`src/rtl/rng_lfsr_pool_pkg.sv`:
```
// Shared constants and LFSR step function for the rng_lfsr_pool entropy source.
package rng_pkg;

  localparam int unsigned DEFAULT_WIDTH  = 32;
  localparam int unsigned DEFAULT_SHIFTS = 32;
  localparam int unsigned LFSR_MAX_W     = 64;

  // Fibonacci step on the low `width` bits: shift right, XOR-reduced taps enter at the top.
  function automatic logic [LFSR_MAX_W-1:0] lfsr_next(input logic [LFSR_MAX_W-1:0] state,
                                                      input logic [LFSR_MAX_W-1:0] poly,
                                                      input int unsigned           width);
    logic fb;
    fb = ^(state & poly);
    return (state >> 1) | (fb ? (LFSR_MAX_W'(1) << (width - 1)) : '0);
  endfunction

endpackage

```
`src/rtl/rng_lfsr_pool_core.sv`:
```
// LFSR state register with seed load, zero-seed substitution and lockup recovery.
module rng_lfsr_core
  import rng_pkg::*;
#(
  parameter int unsigned      WIDTH        = DEFAULT_WIDTH,
  parameter logic [WIDTH-1:0] DEFAULT_SEED = {{(WIDTH-1){1'b0}}, 1'b1}
) (
  input  logic             clk,
  input  logic             rst_n,
  input  logic             adv_i,
  input  logic             load_i,
  input  logic [WIDTH-1:0] seed_i,
  input  logic [WIDTH-1:0] poly_i,
  output logic [WIDTH-1:0] state_d_o,
  output logic             shift_o,
  output logic             recover_o,
  output logic             lockup_o
);

  logic [WIDTH-1:0] state_q;
  logic             is_zero;

  assign state_d_o = WIDTH'(lfsr_next(LFSR_MAX_W'(state_q), LFSR_MAX_W'(poly_i), WIDTH));
  assign is_zero   = (state_q == '0);
  assign recover_o = !load_i && is_zero;
  assign shift_o   = !load_i && !is_zero && adv_i;

  always_ff @(posedge clk or negedge rst_n) begin
    if (!rst_n) begin
      state_q  <= DEFAULT_SEED;
      lockup_o <= 1'b0;
    end else if (load_i) begin
      state_q  <= (seed_i == '0) ? DEFAULT_SEED : seed_i;
      lockup_o <= 1'b0;
    end else if (is_zero) begin
      state_q  <= DEFAULT_SEED;
      lockup_o <= 1'b1;
    end else if (adv_i) begin
      state_q  <= state_d_o;
    end
  end

endmodule

```
`src/rtl/rng_lfsr_pool.sv`:
```
// LFSR entropy pool: SHIFTS steps per emitted word behind a valid/ready holding register.
module rng_lfsr_pool
  import rng_pkg::*;
#(
  parameter int unsigned      WIDTH        = DEFAULT_WIDTH,
  parameter int unsigned      SHIFTS       = DEFAULT_SHIFTS,
  parameter logic [WIDTH-1:0] DEFAULT_SEED = {{(WIDTH-1){1'b0}}, 1'b1}
) (
  input  logic             clk,
  input  logic             rst_n,
  input  logic             en_i,
  input  logic             load_i,
  input  logic [WIDTH-1:0] seed_i,
  input  logic [WIDTH-1:0] poly_i,
  output logic [WIDTH-1:0] word_o,
  output logic             valid_o,
  input  logic             ready_i,
  output logic             lockup_o
);

  localparam int unsigned      CNT_W    = (SHIFTS > 1) ? $clog2(SHIFTS) : 1;
  localparam logic [CNT_W-1:0] CNT_LAST = CNT_W'(SHIFTS - 1);

  logic [CNT_W-1:0] count_q;
  logic [WIDTH-1:0] state_d;
  logic             at_last, stall, adv, shift, recover, capture;

  // Freeze only on the word-completing step, so a pending word is never overwritten.
  assign at_last = (count_q == CNT_LAST);
  assign stall   = at_last && valid_o && !ready_i;
  assign adv     = en_i && !stall;
  assign capture = shift && at_last;

  rng_lfsr_core #(
    .WIDTH        (WIDTH),
    .DEFAULT_SEED (DEFAULT_SEED)
  ) u_core (
    .clk       (clk),
    .rst_n     (rst_n),
    .adv_i     (adv),
    .load_i    (load_i),
    .seed_i    (seed_i),
    .poly_i    (poly_i),
    .state_d_o (state_d),
    .shift_o   (shift),
    .recover_o (recover),
    .lockup_o  (lockup_o)
  );

  always_ff @(posedge clk or negedge rst_n) begin
    if (!rst_n) begin
      count_q <= '0;
    end else if (load_i || recover) begin
      count_q <= '0;
    end else if (shift) begin
      count_q <= at_last ? '0 : count_q + 1'b1;
    end
  end

  always_ff @(posedge clk or negedge rst_n) begin
    if (!rst_n) begin
      word_o  <= '0;
      valid_o <= 1'b0;
    end else if (load_i) begin
      valid_o <= 1'b0;
    end else if (capture) begin
      word_o  <= state_d;
      valid_o <= 1'b1;
    end else if (ready_i) begin
      valid_o <= 1'b0;
    end
  end

endmodule

```
`config.mk`:
```
export PLATFORM = sky130hd
export DESIGN_NAME = rng_lfsr_pool
export DESIGN_NICKNAME = d
export VERILOG_FILES = /design/src/rtl/rng_lfsr_pool_pkg.sv /design/src/rtl/rng_lfsr_pool_core.sv /design/src/rtl/rng_lfsr_pool.sv
export SDC_FILE = /design/constraint.sdc
export NUM_CORES = 1
export LEC_CHECK = 0
export CORE_ASPECT_RATIO = 0.9
export CORE_UTILIZATION = 30
export DETAILED_ROUTE_END_ITERATION = 16
export REMOVE_ABC_BUFFERS = 1
export SLEW_MARGIN = 20
export SYNTH_ARGS = -nofsm -noshare
export SYNTH_HDL_FRONTEND = slang
export SYNTH_SLANG_ARGS = --single-unit
```
`constraint.sdc`:
```
create_clock -name clk -period 2.5 [get_ports clk]
set_input_delay 0.375 -clock clk [delete_from_list [all_inputs] [get_ports clk]]
set_output_delay 0.375 -clock clk [all_outputs]
set_load 0.005 [all_outputs]
```
==> flow_metrics.tcl <==
set metrics [dict create \
    outcome "finished, final reports clean" \
    clkLatencyLatePin_ns 0.33 \
    synth_top_area_frac 0.494 \
    startpoint_type "flip-flop" \
    hold_path_class "in2async" \
    skew_ns 0.00556 \
    post-dp-hpwl_um 7710 \
    fin_crit_sh 0.906 \
    rsz0062_at_grt "false" \
    vias_per_cell 4.95 \
    ys_ff_latch 71 \
    dieWidth_um 117 \
    wl_per_cell_um 16.3 \
    setup_viol 0 \
    netlist_top_cells_area "dfrtp_1 49%, mux2_2 9.5%, nand2_1 7.0%, xnor2_1 5.7%, a21oi_1 4.9%" \
    cts_tree "yes" \
    critPathCaptureType "flip-flop" \
    cpPeakStageDelay_ns 0.44 \
    max-vdd-ir-drop_mv 0.343 \
    syn_avg_cell_area_sq_um 9.71 \
    drtIter0Drc 142 \
    cts_buffers 9 \
    clk_path_buf_depth 2 \
    syn_area_sq_mm 0.00354 \
    fin_crit_ns 2.26 \
    num_rows 37 \
    powerDensity_mw_per_mm2 676 \
    yosysSeqAreaShare 0.502 \
    nFillCells 1124 \
    syn_to_final_growth_pct 45.6 \
    drtAntennaViolNets 0 \
    cts_sinks 71 \
    crit_type "reg2reg" \
    initial_core_util 0.309 \
    synthCells 365 \
    cp_cell_sequence "nor4_1, nand4_1, nor2_4, nor2_4, buf_4, nand2_1, buf_12, o22ai_1, a21oi_1" \
    synth_cell_types 31 \
    swShare 0.247 \
    intPower_mw 2.62 \
    grt_pass1_wl_um 16400 \
    cts_root_buf "clkbuf_16" \
    seqPwrFrac 0.376 \
    tightest_slew_ns 0.595 \
    place_ws_ns 0.189 \
    cts.reportedPaths.clkPinSlew_ns 0.06 \
    final_common_cell "clkdlybuf4s50_1" \
    nNetsFinal 545 \
    grt_pass1_vias 3099 \
    drc 0 \
    pwr-share-comb 0.169 \
    final_util 0.449 \
    setup_slack_ns 0.235 \
    grt_max_degree 38 \
    layout-drive-gt1-share 0.136 \
    htreeDepth 3 \
    slew_headroom 0.603 \
    synth_warnings 0 \
    yosysTopAreaCell "dfrtp_1" \
    track_usage 0.177 \
    slew_violations 0 \
    crit_slowest_cell "dfrtp_1" \
    vias 3145 \
    worst-path-buf-inv 2 \
    cpMostUsedCell "nor2_4" \
    cap_violations 0 \
    firstDrtPassIters 5 \
    io_buffers 102 \
    p_leak_nw 2.20 \
    required_ns 2.74 \
    critical-path-top-delay-family "simple AND/OR/NAND/NOR gates" \
    diodes 0 \
    p_sw_uw 863 \
    most-common-layout-cells "101 x clkdlybuf4s50_1, 70 x dfrtp_1, 66 x nand2_1" \
    antenna_found_initial 0 \
    die_h_um 105 \
    max_freq_mhz 442 \
    worstPathArrival_ns 2.51 \
    drt_wl_total_um 10300 \
    hold_viol_final 0 \
    crit_fanout 34 \
    overflow 0 \
    finalSetupTns_ns 0 \
    ios 103 \
    routabilityCongestion 0.845 \
    core_sq_mm 0.0115 \
    die_area_sq_mm 0.0123 \
    p_clk_frac 0.454 \
]
## flip-flops by register name (all words and copies together), names as in the netlist
| name | cells |
|---|---|
| count_q | 5 |
| u_core.lockup_o | 1 |
| u_core.state_q | 32 |
| valid_o | 1 |
| word_o | 32 |
## kinds of logic (layout without fill, tap and decap cells)
family | count (synthesis) | count (layout) | synth area share
buffers and inverters | 17 | 131 | 0.0275
and+or+nand+nor | 138 | 138 | 0.178
adders and majority gates | 2 | 2 | 0.00706
AOI/OAI and AO/OA | 74 | 74 | 0.108
xor gates and xnor gates | 31 | 31 | 0.0766
muxes | 32 | 32 | 0.101
DFF | 71 | 71 | 0.502
## area by class of cell
type / instances / area, sq um / share of cell area
clock buffers: 11 / 243 / 0.0471
well taps: 156 / 195 / 0.0378
repair buffers: 115 / 1140 / 0.221
clock inverters: 5 / 129 / 0.0250
multi-input cells: 277 / 1670 / 0.325
flip-flops and latches: 71 / 1780 / 0.345
## per-layer routing
metal / up-vias / GRT usage / wire, um
li1: 1484 / - / -
met1: 1531 / 0.250 / 4800
met2: 120 / 0.268 / 4780
met3: 10 / 0.0441 / 611
met4: 0 / 0.0506 / 153
met5: - / 0 / 0
## power groups by stage
stage | logic [mW] | clock network, mW | registers, mW
after detailed placement | 0.592 | 0 | 1.33
final | 0.591 | 1.58 | 1.31
after floorplan | 0.339 | 0 | 1.29
after CTS | 0.595 | 1.61 | 1.31
after global routing | 0.649 | 1.67 | 1.32
after global placement | 0.586 | 0 | 1.32
## synthesized netlist by cell type
cell	count
and3_1	1
buf_4	3
a21oi_1	35
buf_6	3
clkbuf_1	11
o21ai_0	34
nand2b_1	2
xor2_1	8
and2_1	2
o22ai_1	1
nand3b_1	1
nand3_4	1
xnor2_1	23
nor2_4	2
mux2_1	1
dfrtp_1	70
mux2i_1	1
nor2_1	35
nand2_1	66
nand4_1	5
dfstp_2	1
nor4_1	16
nor2b_1	1
mux2_2	30
a31oi_1	1
a211oi_1	1
a31o_2	1
nor3b_1	2
nor3_1	4
o21a_1	1
ha_1	2
## through the flow
step | instance area, sq um | hold WS [ns] | std cells | power [mW]
floorplan | 3450 | 0.0794 | 348 | 1.63
global placement | 4780 | 0.405 | 619 | 1.91
detailed placement | 4780 | 0.418 | 619 | 1.92
CTS | 5150 | 0.0654 | 635 | 3.51
global route | 5160 | 0.0882 | 635 | 3.64
finish | 5160 | 0.0494 | 635 | 3.49
## final timing paths
kind | to | start | slack, ns | depth (start not counted)
worst max-delay path | u_core.state_q[31]$_DFFE_PN0P_ | u_core.state_q[12]$_DFFE_PN0P_ | 0.24 | 9
worst min-delay path | word_o[5]$_DFFE_PN0P_ | rst_n | 0.05 | 1
worst max register to register | u_core.state_q[31]$_DFFE_PN0P_ | u_core.state_q[12]$_DFFE_PN0P_ | 0.24 | 9
worst min register to register | word_o[31]$_DFFE_PN0P_ | word_o[31]$_DFFE_PN0P_ | 0.49 | 2
max in group asynchronous | u_core.state_q[10]$_DFFE_PN0P_ | rst_n | 1.67 | 2
min in group clk | word_o[31]$_DFFE_PN0P_ | word_o[31]$_DFFE_PN0P_ | 0.49 | 2
## what timing repair did
| action | 4_1_cts | 5_1_grt |
|---|---|---|
| setup buffers | 0 | 0 |
| resized for setup | 0 | 1 |
| hold buffers | 0 | 0 |
| setup endpoints to repair | 0 | 1 |
Note: power is estimated with default switching activity, not from simulation.
